<file path="src/rtl/fetch_unit.sv">
// Decoupled instruction-fetch front end: sequential PC generation, credit-limited request
// issue to an in-order variable-latency memory, and an instruction/PC FIFO toward decode.
module fetch_unit #(
  parameter int unsigned     XLEN     = 32,
  parameter int unsigned     DEPTH    = 4,
  parameter logic [XLEN-1:0] RESET_PC = '0
) (
  input  logic                     i_clk,
  input  logic                     i_reset,
  input  logic                     i_redirect,
  input  logic [XLEN-1:0]          i_redirect_pc,
  output logic                     o_imem_req_vld,
  output logic [XLEN-1:0]          o_imem_req_addr,
  input  logic                     i_imem_req_rdy,
  input  logic                     i_imem_rsp_vld,
  input  logic [31:0]              i_imem_rsp_data,
  output logic                     o_insn_vld,
  output logic [31:0]              o_insn,
  output logic [XLEN-1:0]          o_pc,
  input  logic                     i_insn_rdy,
  output logic [$clog2(DEPTH):0]   o_count,
  output logic [XLEN-1:0]          o_fetch_pc
);

  localparam int unsigned PW = $clog2(DEPTH);
  localparam int unsigned CW = PW + 1;

  logic [XLEN-1:0] fetch_pc_q, fetch_pc_d, rsp_pc_q, rsp_pc_d;
  logic [CW-1:0]   count_q, count_d, outst_q, outst_d, drop_q, drop_d;
  logic [PW-1:0]   rd_ptr_q, rd_ptr_d, wr_ptr_q, wr_ptr_d;
  logic [31:0]     insn_mem [DEPTH];
  logic [XLEN-1:0] pc_mem   [DEPTH];
  logic [CW:0]     credit_used;
  logic [XLEN-1:0] redirect_tgt;
  logic            req_fire, rsp_fire, push, pop;
  logic            unused_pc_bits;

  assign unused_pc_bits = ^i_redirect_pc[1:0];
  assign redirect_tgt   = {i_redirect_pc[XLEN-1:2], 2'b00};

  // Buffered plus in-flight entries may never exceed the FIFO size.
  assign credit_used    = {1'b0, count_q} + {1'b0, outst_q};
  assign o_imem_req_vld = i_reset && !i_redirect && (credit_used < (CW+1)'(DEPTH));
  assign o_insn_vld     = i_reset && !i_redirect && (count_q != '0);

  assign req_fire = o_imem_req_vld && i_imem_req_rdy;
  assign rsp_fire = i_imem_rsp_vld && (outst_q != '0);
  assign push     = rsp_fire && (drop_q == '0) && !i_redirect;
  assign pop      = o_insn_vld && i_insn_rdy;

  assign o_imem_req_addr = fetch_pc_q;
  assign o_fetch_pc      = fetch_pc_q;
  assign o_count         = count_q;
  assign o_insn          = insn_mem[rd_ptr_q];
  assign o_pc            = pc_mem[rd_ptr_q];

  always_comb begin
    fetch_pc_d = fetch_pc_q;
    rsp_pc_d   = rsp_pc_q;
    count_d    = count_q;
    outst_d    = outst_q;
    drop_d     = drop_q;
    rd_ptr_d   = rd_ptr_q;
    wr_ptr_d   = wr_ptr_q;
    if (i_redirect) begin
      fetch_pc_d = redirect_tgt;
      rsp_pc_d   = redirect_tgt;
      count_d    = '0;
      rd_ptr_d   = '0;
      wr_ptr_d   = '0;
      outst_d    = outst_q - CW'(rsp_fire);
      // Everything still in flight belongs to the abandoned path.
      drop_d     = outst_q - CW'(rsp_fire);
    end else begin
      if (req_fire) fetch_pc_d = fetch_pc_q + XLEN'(4);
      outst_d = outst_q + CW'(req_fire) - CW'(rsp_fire);
      if (rsp_fire && (drop_q != '0)) drop_d = drop_q - CW'(1);
      if (push) begin
        wr_ptr_d = wr_ptr_q + PW'(1);
        rsp_pc_d = rsp_pc_q + XLEN'(4);
      end
      if (pop) rd_ptr_d = rd_ptr_q + PW'(1);
      count_d = count_q + CW'(push) - CW'(pop);
    end
  end

  always_ff @(posedge i_clk or negedge i_reset) begin
    if (!i_reset) begin
      fetch_pc_q <= RESET_PC;
      rsp_pc_q   <= RESET_PC;
      count_q    <= '0;
      outst_q    <= '0;
      drop_q     <= '0;
      rd_ptr_q   <= '0;
      wr_ptr_q   <= '0;
    end else begin
      fetch_pc_q <= fetch_pc_d;
      rsp_pc_q   <= rsp_pc_d;
      count_q    <= count_d;
      outst_q    <= outst_d;
      drop_q     <= drop_d;
      rd_ptr_q   <= rd_ptr_d;
      wr_ptr_q   <= wr_ptr_d;
    end
  end

  always_ff @(posedge i_clk or negedge i_reset) begin
    if (!i_reset) begin
      for (int i = 0; i < DEPTH; i++) begin
        insn_mem[i] <= '0;
        pc_mem[i]   <= RESET_PC;
      end
    end else if (push) begin
      insn_mem[wr_ptr_q] <= i_imem_rsp_data;
      pc_mem[wr_ptr_q]   <= rsp_pc_q;
    end
  end

endmodule
</file>
<file path="config.mk">
export PLATFORM = sky130hd
export DESIGN_NAME = fetch_unit
export DESIGN_NICKNAME = d
export VERILOG_FILES = /design/src/rtl/fetch_unit.sv
export SDC_FILE = /design/constraint.sdc
export NUM_CORES = 1
export LEC_CHECK = 0
export ABC_AREA = 1
export CELL_PAD_IN_SITES_DETAIL_PLACEMENT = 1
export CELL_PAD_IN_SITES_GLOBAL_PLACEMENT = 2
export CORE_MARGIN = 4
export CORE_UTILIZATION = 35
export DETAILED_ROUTE_END_ITERATION = 12
export HOLD_SLACK_MARGIN = 0.02
export PLACE_DENSITY = 0.93
export SKIP_CTS_REPAIR_TIMING = 1
export SLEW_MARGIN = 5
export SYNTH_ARGS = -nofsm -noshare
export SYNTH_HDL_FRONTEND = slang
export SYNTH_SLANG_ARGS = --single-unit
</file>
<file path="constraint.sdc">
create_clock -name i_clk -period 7.9 [get_ports i_clk]
set_input_delay 1.975 -clock i_clk [delete_from_list [all_inputs] [get_ports i_clk]]
set_output_delay 1.975 -clock i_clk [all_outputs]
set_load 0.02 [all_outputs]
</file>
# == Word-level counts from Yosys, hierarchy flattened ==
# Cells that the tools add are included.
# classes
n_reduce_logical,19
n_div,0
muxes,22
bitwise_logic,2
multipliers,0
n_eq_ne,0
magnitude_cmp,4
shifts,0
n_addsub,11
# op_table
op,n
$mux 32,9
$bwmux 128,2
$bmux 32 s2,2
$add 32x3->32 const B,2
$demux 32 s2,1
$mux 3,4
$logic_and 1x1->1,10
$reduce_bool 3->1,3
$sub 3x1->3,3
$mux 2,4
$reduce_bool 2->1,4
$add 3x1->3,2
$ge 3x3->1 const B,2
$not 2->3,2
$add 2x1->2 const B,2
$add 3x3->4,1
$lt 4x3->1 const B,1
$logic_not 3->1,1
$lt 3x1->1 const B,1
$sub 3x1->3 const B,1
$logic_not 1->1,1
# word_totals
input_bits,70
latch_bits,0
romBits,0
mem_count,0
output_inout_bits,133
register_bits,333
mem_bits_rw,0

# == Longest topological paths before layout ==
# Gate-level depths: netlist of run 1.
# logic_depth
depth_word,7
depth_mapped,14
ltp_nobuf,14

# == Worst setup path before layout of run 1 ==
# OpenSTA, ideal clock, no wires.
# synth_path
path_type,input -> output
from,input i_redirect
to,output o_insn_vld
t_required_ns,5.925
t_arrival_ns,2.628
n_path_buf,1
slack_ns,3.297
stages,4
path_cell_list,buf_4 inv_2 nand2_1 a21oi_1
# synth_via
elab_chain_len,3
# synth_lines
element,line,text
"start, declared",10,"input logic i_redirect,"
$logic_not 1->1,44,assign o_insn_vld = i_reset && !i_redirect && (count_q != '0);
$logic_and 1x1->1 (2 in series),44,
"end, declared",17,"output logic o_insn_vld,"
# No other way between the ends.

# == Final worst setup path of run 1 ==
# layout_path
from,register rd_ptr_q[0]
to,output o_pc[16]
# layout_via
elab_chain_len,4
# layout_lines
element,line,text
"start, declared",30,"logic [PW-1:0] rd_ptr_q, rd_ptr_d, wr_ptr_q, wr_ptr_d;"
"start signal, assigned",102,rd_ptr_q <= rd_ptr_d;
$not 2->3 (not written as such),55,assign o_pc = pc_mem[rd_ptr_q];
$bmux 32 s2,55,
$mux 32 (not written as such) (2 in series),55,
"end, declared",19,"output logic [XLEN-1:0] o_pc,"
# No other way between the ends. The select of a mux whose other input is x is not followed.

==> reports/results.txt, run 1 <==
Syn avg cell area -> 7.92 um2
DIE HEIGHT -> 220 um
Crit end category -> primary output
Setup crit end -> o_pc[16]
Crit path launch -> rd_ptr_q[0]
CTS Buffer Depth -> 3
Starting Density -> 35.5%
VDD IR-drop max -> 0.000129 V
Filler instances -> 5337
I/O pins -> 203
Post-synth EDFFs -> 0
Cell area after layout -> 19100 um2
Worst Hold Slack -> 482 ps
Static leakage -> 0.00886 uW
Mux contribution to synthesized area -> 0%
Core footprint -> 44300 um2
Routed len/inst -> 18.1 um
Unique masters post-synth -> 35
Final clock skew -> 18.0 ps
Post-DRT Antenna Nets -> 0
Post-synth top area share -> 51.0%
Tcrit/Tclk final -> 74.2%
Leading area contributor after synthesis -> dfrtp_1
Share of post-route cells with drive strength above 1 -> 4.81%
Worst skew pair latency -> 550 ps
Synth Flop Type -> dfrtp_1
Compound-Gate Fraction of Synth Area -> 17.3%
Critical path class -> reg -> out
First-pass GRT wire length -> 79900 um
CTS buffer count -> 39
Sequential area share after synthesis -> 51.0%
Nets -> 2182
Overflow after GRT -> 0
R2R Setup Slk -> 4780 ps
Placed cell area -> 17800 um2
Largest net degree at the start of global routing -> 157
Crit path required time -> 5930 ps
Clk slew on worst S/H paths -> 60 ps
Ys async rst share -> 100%
Max Fanout on Critical Path -> 90
Die W -> 220 um
Die area -> 48400 um2
Post-synthesis cell area -> 15700 um2
Vias in the first global route -> 15038
Commonest non-fill, non-tap cell in the layout -> nand2_1
Xor/xnor share of the synthesized area -> 0.890%
Status -> completed
Layout area overhead -> 21.2%
Drt pass-1 iters -> 5
Final setup TNS -> 0 ps
Initial antenna violation count -> 0
Via count -> 14066
Number of core rows -> 77
Worst-Margin Slew -> 1090 ps
Synth Area in Adders -> 1.53%
#FFs+latches synth -> 321
Diode count -> 0
Min Tclk post-route -> 5860 ps
Fmax -> 171 MHz
Reg2reg start -> o_count[1]
Met3 usage in global routing -> 3.79%
Top post-synthesis cells by area -> dfrtp_1 (51%), nand2_1 (11%), o21ai_1 (7.6%), o21ai_0 (5.1%), nor2_1 (5.1%)
Met2 usage -> 34.6%
Final Hold Fails -> 0
Simple-Gate Fraction of Synth Area -> 21.1%
Port Buffers -> 194
Met1 Track Usage GR -> 27.1%
# DRC -> 0
Root buf cell -> clkbuf_16
DR iter-0 viols -> 851
CP arrival -> 3880 ps
Unrepaired setup endpoints after global routing -> no
Pwr Density -> 303 nW/um2
Final setup fails -> 0
Pins over their slew limit -> 0
Max cap viols -> 0
Startpoint types -> flop
Main combinational cell family by area after synthesis -> simple AND/OR/NAND/NOR gates
Gr usage total -> 20.4%
Worst r2r dst -> outst_q[2]
HPWL Detailed -> 31500 um
Clock H-tree levels -> 2
RD Place Congestion -> 0.843
Post-Syn Instances -> 1988
Routed wire length -> 49200 um
Via-to-Cell Ratio -> 5.18
Clk sinks -> 321
Most frequent cells in the layout -> nand2_1 (470), dfrtp_1 (319), o21ai_1 (240), nor2_1 (212), clkdlybuf4s50_1 (192)
Reg2reg path depth -> 13
Worst Hold Class -> reg -> reg
CTS tree -> built
Top Usage Layer GRT -> met2
Slew margin rel. -> 27.0%
Synth warn -> 0
cell type report:
cell class	instances	area [um2]	area share, %
Sequential cell	321	8040	42.1
Multi-Input combinational cell	1381	6470	33.9
Timing Repair Buffer	207	2050	10.8
Tap cell	592	741	3.88
Clock inverter	11	93.8	0.492
Clock buffer	58	1150	6.01
Inverter	144	542	2.84
logic make-up (layout without fill, tap and decap cells):
logic type                 count (synthesis)  in the layout
DFF                                      321            321
adders and majority gates                 18             18
AOI/OAI and AO/OA                        520            520
xor gates and xnor gates                  16             16
other                                      1              6
and+or+nand+nor                          821            821
buffers and inverters                    291            420
worst max-delay path: stages (launching register included):
cell	delay, ps
dfrtp_4	710
clkinv_2	500
buf_4	830
o21ai_0	170
o22ai_1	330
clkdlybuf4s50_1	690
synthesized netlist by cell type, types with 10 or more instances:
cell type	number
nand2_1	470
buf_4	39
nor2_1	212
o21ai_1	240
o21ai_0	160
dfrtp_1	321
a21oi_1	37
clkbuf_1	68
o211ai_1	15
xor2_1	11
nand3_1	100
nor3_1	10
buf_2	34
nand4_1	10
o22ai_1	62
ha_1	16
inv_1	134
state kept, by name, indices dropped and copies added (netlist names):
register / count
drop_q: 3
insn_mem: 128
o_count: 3
o_fetch_pc: 30
outst_q: 3
pc_mem: 120
rd_ptr_q: 2
rsp_pc_q: 30
wr_ptr_q: 2
metrics by stage:
step / worst slack, ps / std cells / utilization, % / power [uW]
after floorplan: 3300 / 1993 / - / 3290
after global placement: 2340 / 2645 / 40.3 / 4000
after detailed placement: 2310 / 2645 / 40.3 / 4080
after CTS: 2000 / 2714 / 43.1 / 5870
after global routing: 1780 / 2714 / 43.1 / 6160
final: 2040 / 2714 / 43.1 / 5780
where the power goes:
group	switching, uW	internal (uW)	total, uW
Combinational	1030	744	1770
Clock	709	1040	1750
Sequential	258	2000	2260
how the worst min path moves through the flow:
| stage | cells after the start | end | start |
|---|---|---|---|
| 2_1_floorplan | 2 | pc_mem[36] | pc_mem[36] |
| 4_1_cts | 2 | pc_mem[93] | pc_mem[93] |
| 3_3_place_gp | 2 | pc_mem[36] | pc_mem[36] |
| 3_5_place_dp | 2 | pc_mem[93] | pc_mem[93] |
| 5_1_grt | 2 | insn_mem[95] | insn_mem[95] |
| 6_report | 2 | pc_mem[70] | pc_mem[70] |
metal layers:
metal / wire [um] / vias to the layer above / share of wire [%]
met5: 0 / - / 0
met4: 1010 / 0 / 2.0
met3: 2110 / 68 / 4.3
met2: 23500 / 256 / 48
met1: 22500 / 7012 / 46
li1: - / 6730 / -
Power figures use the tool's default switching activity.
==> run 2: changes to the inputs <==
--- a/config.mk
+++ b/config.mk
@@ -9,10 +9,10 @@
 export CELL_PAD_IN_SITES_DETAIL_PLACEMENT = 1
 export CELL_PAD_IN_SITES_GLOBAL_PLACEMENT = 2
 export CORE_MARGIN = 4
-export CORE_UTILIZATION = 35
+export CORE_UTILIZATION = 30
 export DETAILED_ROUTE_END_ITERATION = 12
 export HOLD_SLACK_MARGIN = 0.02
-export PLACE_DENSITY = 0.93
+export PLACE_DENSITY = 0.85
 export SKIP_CTS_REPAIR_TIMING = 1
 export SLEW_MARGIN = 5
 export SYNTH_ARGS = -nofsm -noshare
==> constraint.sdc (replaced) <==
create_clock -name i_clk -period 4.85 [get_ports i_clk]
set_input_delay 1.2125 -clock i_clk [delete_from_list [all_inputs] [get_ports i_clk]]
set_output_delay 1.2125 -clock i_clk [all_outputs]
set_load 0.02 [all_outputs]
==> run 2 against run 1 <==
Largest power group unchanged; sequential power up 63%; die area up 16%; routed wire length up 4.5%; highest routed layer unchanged; final cell count up 3.5%; register-to-register slack worse by 3000 ps; utilization down 5.6 points; design area up 1.3%; clock power up 65%.
==> reports/results.txt, run 2 (synthesized netlist as in run 1, its figures left out) <==
Post-DRT Antenna Nets -> 0
Final setup fails -> 0
CP arrival -> 3310 ps
Fmax -> 221 MHz
Worst-Margin Slew -> 1000 ps
Critical path class -> reg -> out
Pwr Density -> 492 nW/um2
HPWL Detailed -> 33500 um
Die area -> 56200 um2
Diode count -> 0
Largest regs -> insn_mem (128), pc_mem (120)
R2R Setup Slk -> 1750 ps
Final Hold Fails -> 0
Initial antenna violation count -> 0
Number of core rows -> 83
Gr usage total -> 18.1%
CP cell instances -> clkinv_2, buf_12, o21ai_0, o22ai_1, clkdlybuf4s50_1
Worst Hold Class -> reg -> reg
Tcrit/Tclk final -> 93.3%
First-pass GRT wire length -> 83100 um
Worst skew pair latency -> 560 ps
Min Tclk post-route -> 4530 ps
CTS buffer count -> 39
Max incr delay on CP -> 700 ps
Crit end category -> primary output
# DRC -> 0
Worst r2r dst -> outst_q[2]
RD Place Congestion -> 0.845
Unrepaired setup endpoints after global routing -> no
Crit path required time -> 3640 ps
Reg2reg start -> o_count[1]
Root buf cell -> clkbuf_16
Crit path depth -> 5
DR iter-0 viols -> 731
Status -> completed
Routed wire length -> 51400 um
DIE HEIGHT -> 237 um
Setup crit end -> o_pc[16]
CTS tree -> built
Die W -> 237 um
Net Sw Frac -> 35.0%
Layout area overhead -> 22.8%
Final setup TNS -> 0 ps
Gate power share -> 30.8%
Commonest non-fill, non-tap cell in the layout -> nand2_1
Worst setup margin -> 323 ps
Nets -> 2188
Largest net degree at the start of global routing -> 173
Filler instances -> 6157
VDD IR-drop max -> 0.000204 V
Worst path buffer plus inverter count -> 3
Max Fanout on Critical Path -> 40
Via-to-Cell Ratio -> 5.03
CTS Buffer Depth -> 3
Core footprint -> 51600 um2
Crit path launch -> rd_ptr_q[0]
DP Worst Slack -> 891 ps
Port Buffers -> 194
Clk slew on worst S/H paths -> 60 ps
Power share of the clock group -> 30.4%
Most frequent cells in the layout -> nand2_1 (470), dfrtp_1 (319), o21ai_1 (240), nor2_1 (212), clkdlybuf4s50_1 (192)
Max reg flops -> 128
Max cap viols -> 0
Vias in the first global route -> 15203
Static leakage -> 0.00893 uW
Reg2reg path depth -> 13
Cell Int Power -> 6180 uW
Top reg by flops -> insn_mem
Drt pass-1 iters -> 8
Sequential Power Share -> 38.8%
Final clock skew -> 13.1 ps
Clk sinks -> 321
Clock H-tree levels -> 2
Via count -> 14113
Starting Density -> 30.5%
Routed len/inst -> 18.3 um
Startpoint types -> flop
CP top delay family -> buffers and inverters
Slew margin rel. -> 33.2%
Pins over their slew limit -> 0
CP max-delay cell -> dfrtp_4
Share of post-route cells with drive strength above 1 -> 5.12%
Overflow after GRT -> 0
Psw -> 3330 uW
I/O pins -> 203
==> run 2: cell types whose count changed in the layout (fill, tap and decap cells not counted), sizes merged <==
cell / delta
clkinv: +2
clkbuf: -2
buf: +6
==> run 2: final cells by class <==
class	count	area (um2)	share of cell area, %
clock buffer	56	1140	5.90
clock inverter	13	115	0.596
inverter	144	542	2.80
multi-input combinational	1381	6470	33.5
sequential	321	8040	41.6
tap	680	851	4.40
timing repair buffer	213	2170	11.2
==> run 2: per-layer routing <==
| metal | track usage, % | share of wire [%] | vias up |
|---|---|---|---|
| met2 | 30.7 | 47 | 288 |
| li1 | - | - | 6731 |
| met4 | 5.01 | 2.5 | 0 |
| met3 | 3.46 | 4.8 | 80 |
| met5 | 0 | 0 | - |
| met1 | 23.6 | 45 | 7014 |
==> run 2: how the worst min path moves through the flow <==
| stage | start | to | slack, ps | depth (start not counted) |
|---|---|---|---|---|
| floorplan | pc_mem[36] | pc_mem[36] | 450 | 2 |
| global placement | pc_mem[36] | pc_mem[36] | 460 | 2 |
| detailed placement | pc_mem[94] | pc_mem[94] | 470 | 2 |
| CTS | pc_mem[94] | pc_mem[94] | 480 | 2 |
| global route | insn_mem[91] | insn_mem[91] | 500 | 2 |
| finish | pc_mem[51] | pc_mem[51] | 480 | 2 |
==> run 2: stage by stage <==
stage / utilization [%] / std cells / hold WS, ps / power [uW] / cell area (um2)
3_5_place_dp: 35.0 / 2739 / 469 / 6690 / 18100
5_1_grt: 37.4 / 2808 / 499 / 10100 / 19300
2_1_floorplan: - / 1993 / 448 / 5350 / 15800
3_3_place_gp: 35.0 / 2739 / 462 / 6570 / 18100
4_1_cts: 37.4 / 2808 / 483 / 9640 / 19300
6_report: 37.4 / 2808 / 484 / 9500 / 19300
==> run 2: power by group through the flow <==
stage	combinational (uW)	sequential, uW	clock [uW]
floorplan	1710	3650	0
finish	2920	3680	2890
detailed placement	2960	3720	0
global placement	2870	3690	0
CTS	2980	3690	2980
global route	3240	3770	3100
==> run 2: worst min-delay path, delay by kind of cell, from the launching register on <==
family          cells  cell delay, ps
compound gates      1              60
simple gates        1              50
flops               1             340
==> run 3: changes to the inputs <==
--- a/config.mk
+++ b/config.mk
@@ -13,8 +13,8 @@
 export DETAILED_ROUTE_END_ITERATION = 12
 export HOLD_SLACK_MARGIN = 0.02
 export PLACE_DENSITY = 0.85
+export RECOVER_POWER = 25
 export SKIP_CTS_REPAIR_TIMING = 1
-export SLEW_MARGIN = 5
 export SYNTH_ARGS = -nofsm -noshare
 export SYNTH_HDL_FRONTEND = slang
 export SYNTH_SLANG_ARGS = --single-unit
==> run 3 against run 2 <==
The flow now finishes with violations (capacitance limit, slew limit); count of clock-buffer cells in the layout is the same; final cell count unchanged; combinational power about the same; sequential cell count did not move; sequential power hardly changed.
==> reports/results.txt, run 3 (synthesized netlist as in run 1, its figures left out) <==
Clk sinks -> 321
CP arrival -> 3320 ps
Pins over their slew limit -> 108
Slew margin rel. -> -61.9%
Die area -> 56200 um2
Post-DRT Antenna Nets -> 0
Number of core rows -> 83
Diode count -> 0
Via count -> 14107
Status -> complete, but fails checks
Top reg by flops -> insn_mem
Fmax -> 221 MHz
Largest net degree at the start of global routing -> 173
Worst skew pair latency -> 560 ps
Initial antenna violation count -> 0
Clock H-tree levels -> 2
Final clock skew -> 13.6 ps
VDD IR-drop max -> 0.000204 V
Startpoint types -> flop
Max incr delay on CP -> 700 ps
I/O pins -> 203
Most frequent cells in the layout -> nand2_1 (472), dfrtp_1 (319), o21ai_1 (240), nor2_1 (212), clkdlybuf4s50_1 (192)
Routed len/inst -> 18.3 um
CP cell instances -> clkinv_2, buf_12, o21ai_0, o22ai_1, clkdlybuf4s50_1
Core footprint -> 51600 um2
CP top delay family -> buffers and inverters
Worst Hold Slack -> 481 ps
CTS Buffer Depth -> 3
Largest regs -> insn_mem (128), pc_mem (120)
Min Tclk post-route -> 4530 ps
Static leakage -> 0.00891 uW
Nets -> 2188
Share of post-route cells with drive strength above 1 -> 4.84%
Crit path launch -> rd_ptr_q[0]
CP max-delay cell -> dfrtp_4
Pwr Density -> 492 nW/um2
Routed wire length -> 51300 um
DR top layer -> met4
DR iter-0 viols -> 724
RD Place Congestion -> 0.845
# DRC -> 0
Max cap viols -> 2
Crit end category -> primary output
Die W -> 237 um
Metal3 WL -> 2280 um
Clk slew on worst S/H paths -> 60 ps
Max Fanout on Critical Path -> 40
Violated checks -> capacitance limit, slew limit
Final setup TNS -> 0 ps
Reg2reg start -> o_count[1]
Overflow after GRT -> 0
Drt pass-1 iters -> 5
Worst Hold Class -> reg -> reg
WL met2 -> 24200 um
CTS buffer count -> 39
Gr usage total -> 18.1%
DIE HEIGHT -> 237 um
Final Hold Fails -> 0
Tcrit/Tclk final -> 93.4%
Final setup fails -> 0
Critical path class -> reg -> out
Max reg flops -> 128
Unrepaired setup endpoints after global routing -> no
First-pass GRT wire length -> 83100 um
Worst path buffer plus inverter count -> 3
Wire length on met1 -> 23400 um
Root buf cell -> clkbuf_16
Port Buffers -> 194
Via-to-Cell Ratio -> 5.02
Commonest non-fill, non-tap cell in the layout -> nand2_1
Starting Density -> 30.5%
Crit path required time -> 3640 ps
HPWL Detailed -> 33500 um
Layout area overhead -> 22.6%
Worst-Margin Slew -> 2430 ps
CTS tree -> built
Worst Hold Launch -> insn_mem[66]
Vias in the first global route -> 15203
==> run 3: cell count changes in the layout (fill, tap and decap cells not counted) <==
cell      previous run  this run
buf_4               12         9
nand2_4              5         4
clkbuf_2             0         2
nand2_1            470       472
inv_2                8         7
nand2_2              2         1
buf_8                1         0
clkinv_1             1         2
clkbuf_1             8        11
buf_2                1         0
==> run 3: final cells by class <==
class                      count  area [um2]
sequential                   321        8040
tap                          680         851
clock buffer                  56        1140
fill                        6160       32300
multi-input combinational   1381        6460
timing repair buffer         213        2150
clock inverter                13         115
inverter                     144         542
==> run 3: metrics by stage <==
step           setup slack (ps)  utilization, %  instance area [um2]  total power [uW]  instances
2_1_floorplan              1050               -                15800              5350       1993
3_3_place_gp                898            35.0                18100              6570       2739
3_5_place_dp                891            35.0                18100              6690       2739
4_1_cts                     248            37.4                19300              9640       2808
5_1_grt                    83.4            37.4                19300             10100       2808
6_report                    318            37.4                19300              9490       2808
==> run 3: tightest hold or removal path: stages, from the launching register on <==
cell	delay, ps
dfrtp_1	330
nand2_1	50
o21ai_1	60
==> run 3: worst paths after layout <==
kind	slack [ps]	endpoint	cells after the start
worst max register to register	1420	outst_q[2]	13
worst min-delay path	480	insn_mem[66]	2
max in group asynchronous	1480	rd_ptr_q[0]	3
worst max-delay path	320	o_pc[16]	5
min in group asynchronous	1090	pc_mem[90]	2
worst min register to register	480	insn_mem[66]	2
==> run 3: report_power, final <==
| group | leakage [uW] | switching (uW) | internal (uW) |
|---|---|---|---|
| Sequential | 0.00425 | 424 | 3260 |
| Combinational | 0.00403 | 1700 | 1220 |
| Clock | 0.000622 | 1200 | 1690 |
| Total | 0.00891 | 3320 | 6170 |
==> run 3: layer usage <==
layer / up-vias / GRT usage, %
met3: 82 / 3.46
met5: - / 0
met4: 0 / 5.01
li1: 6733 / -
met1: 7016 / 23.6
met2: 276 / 30.7
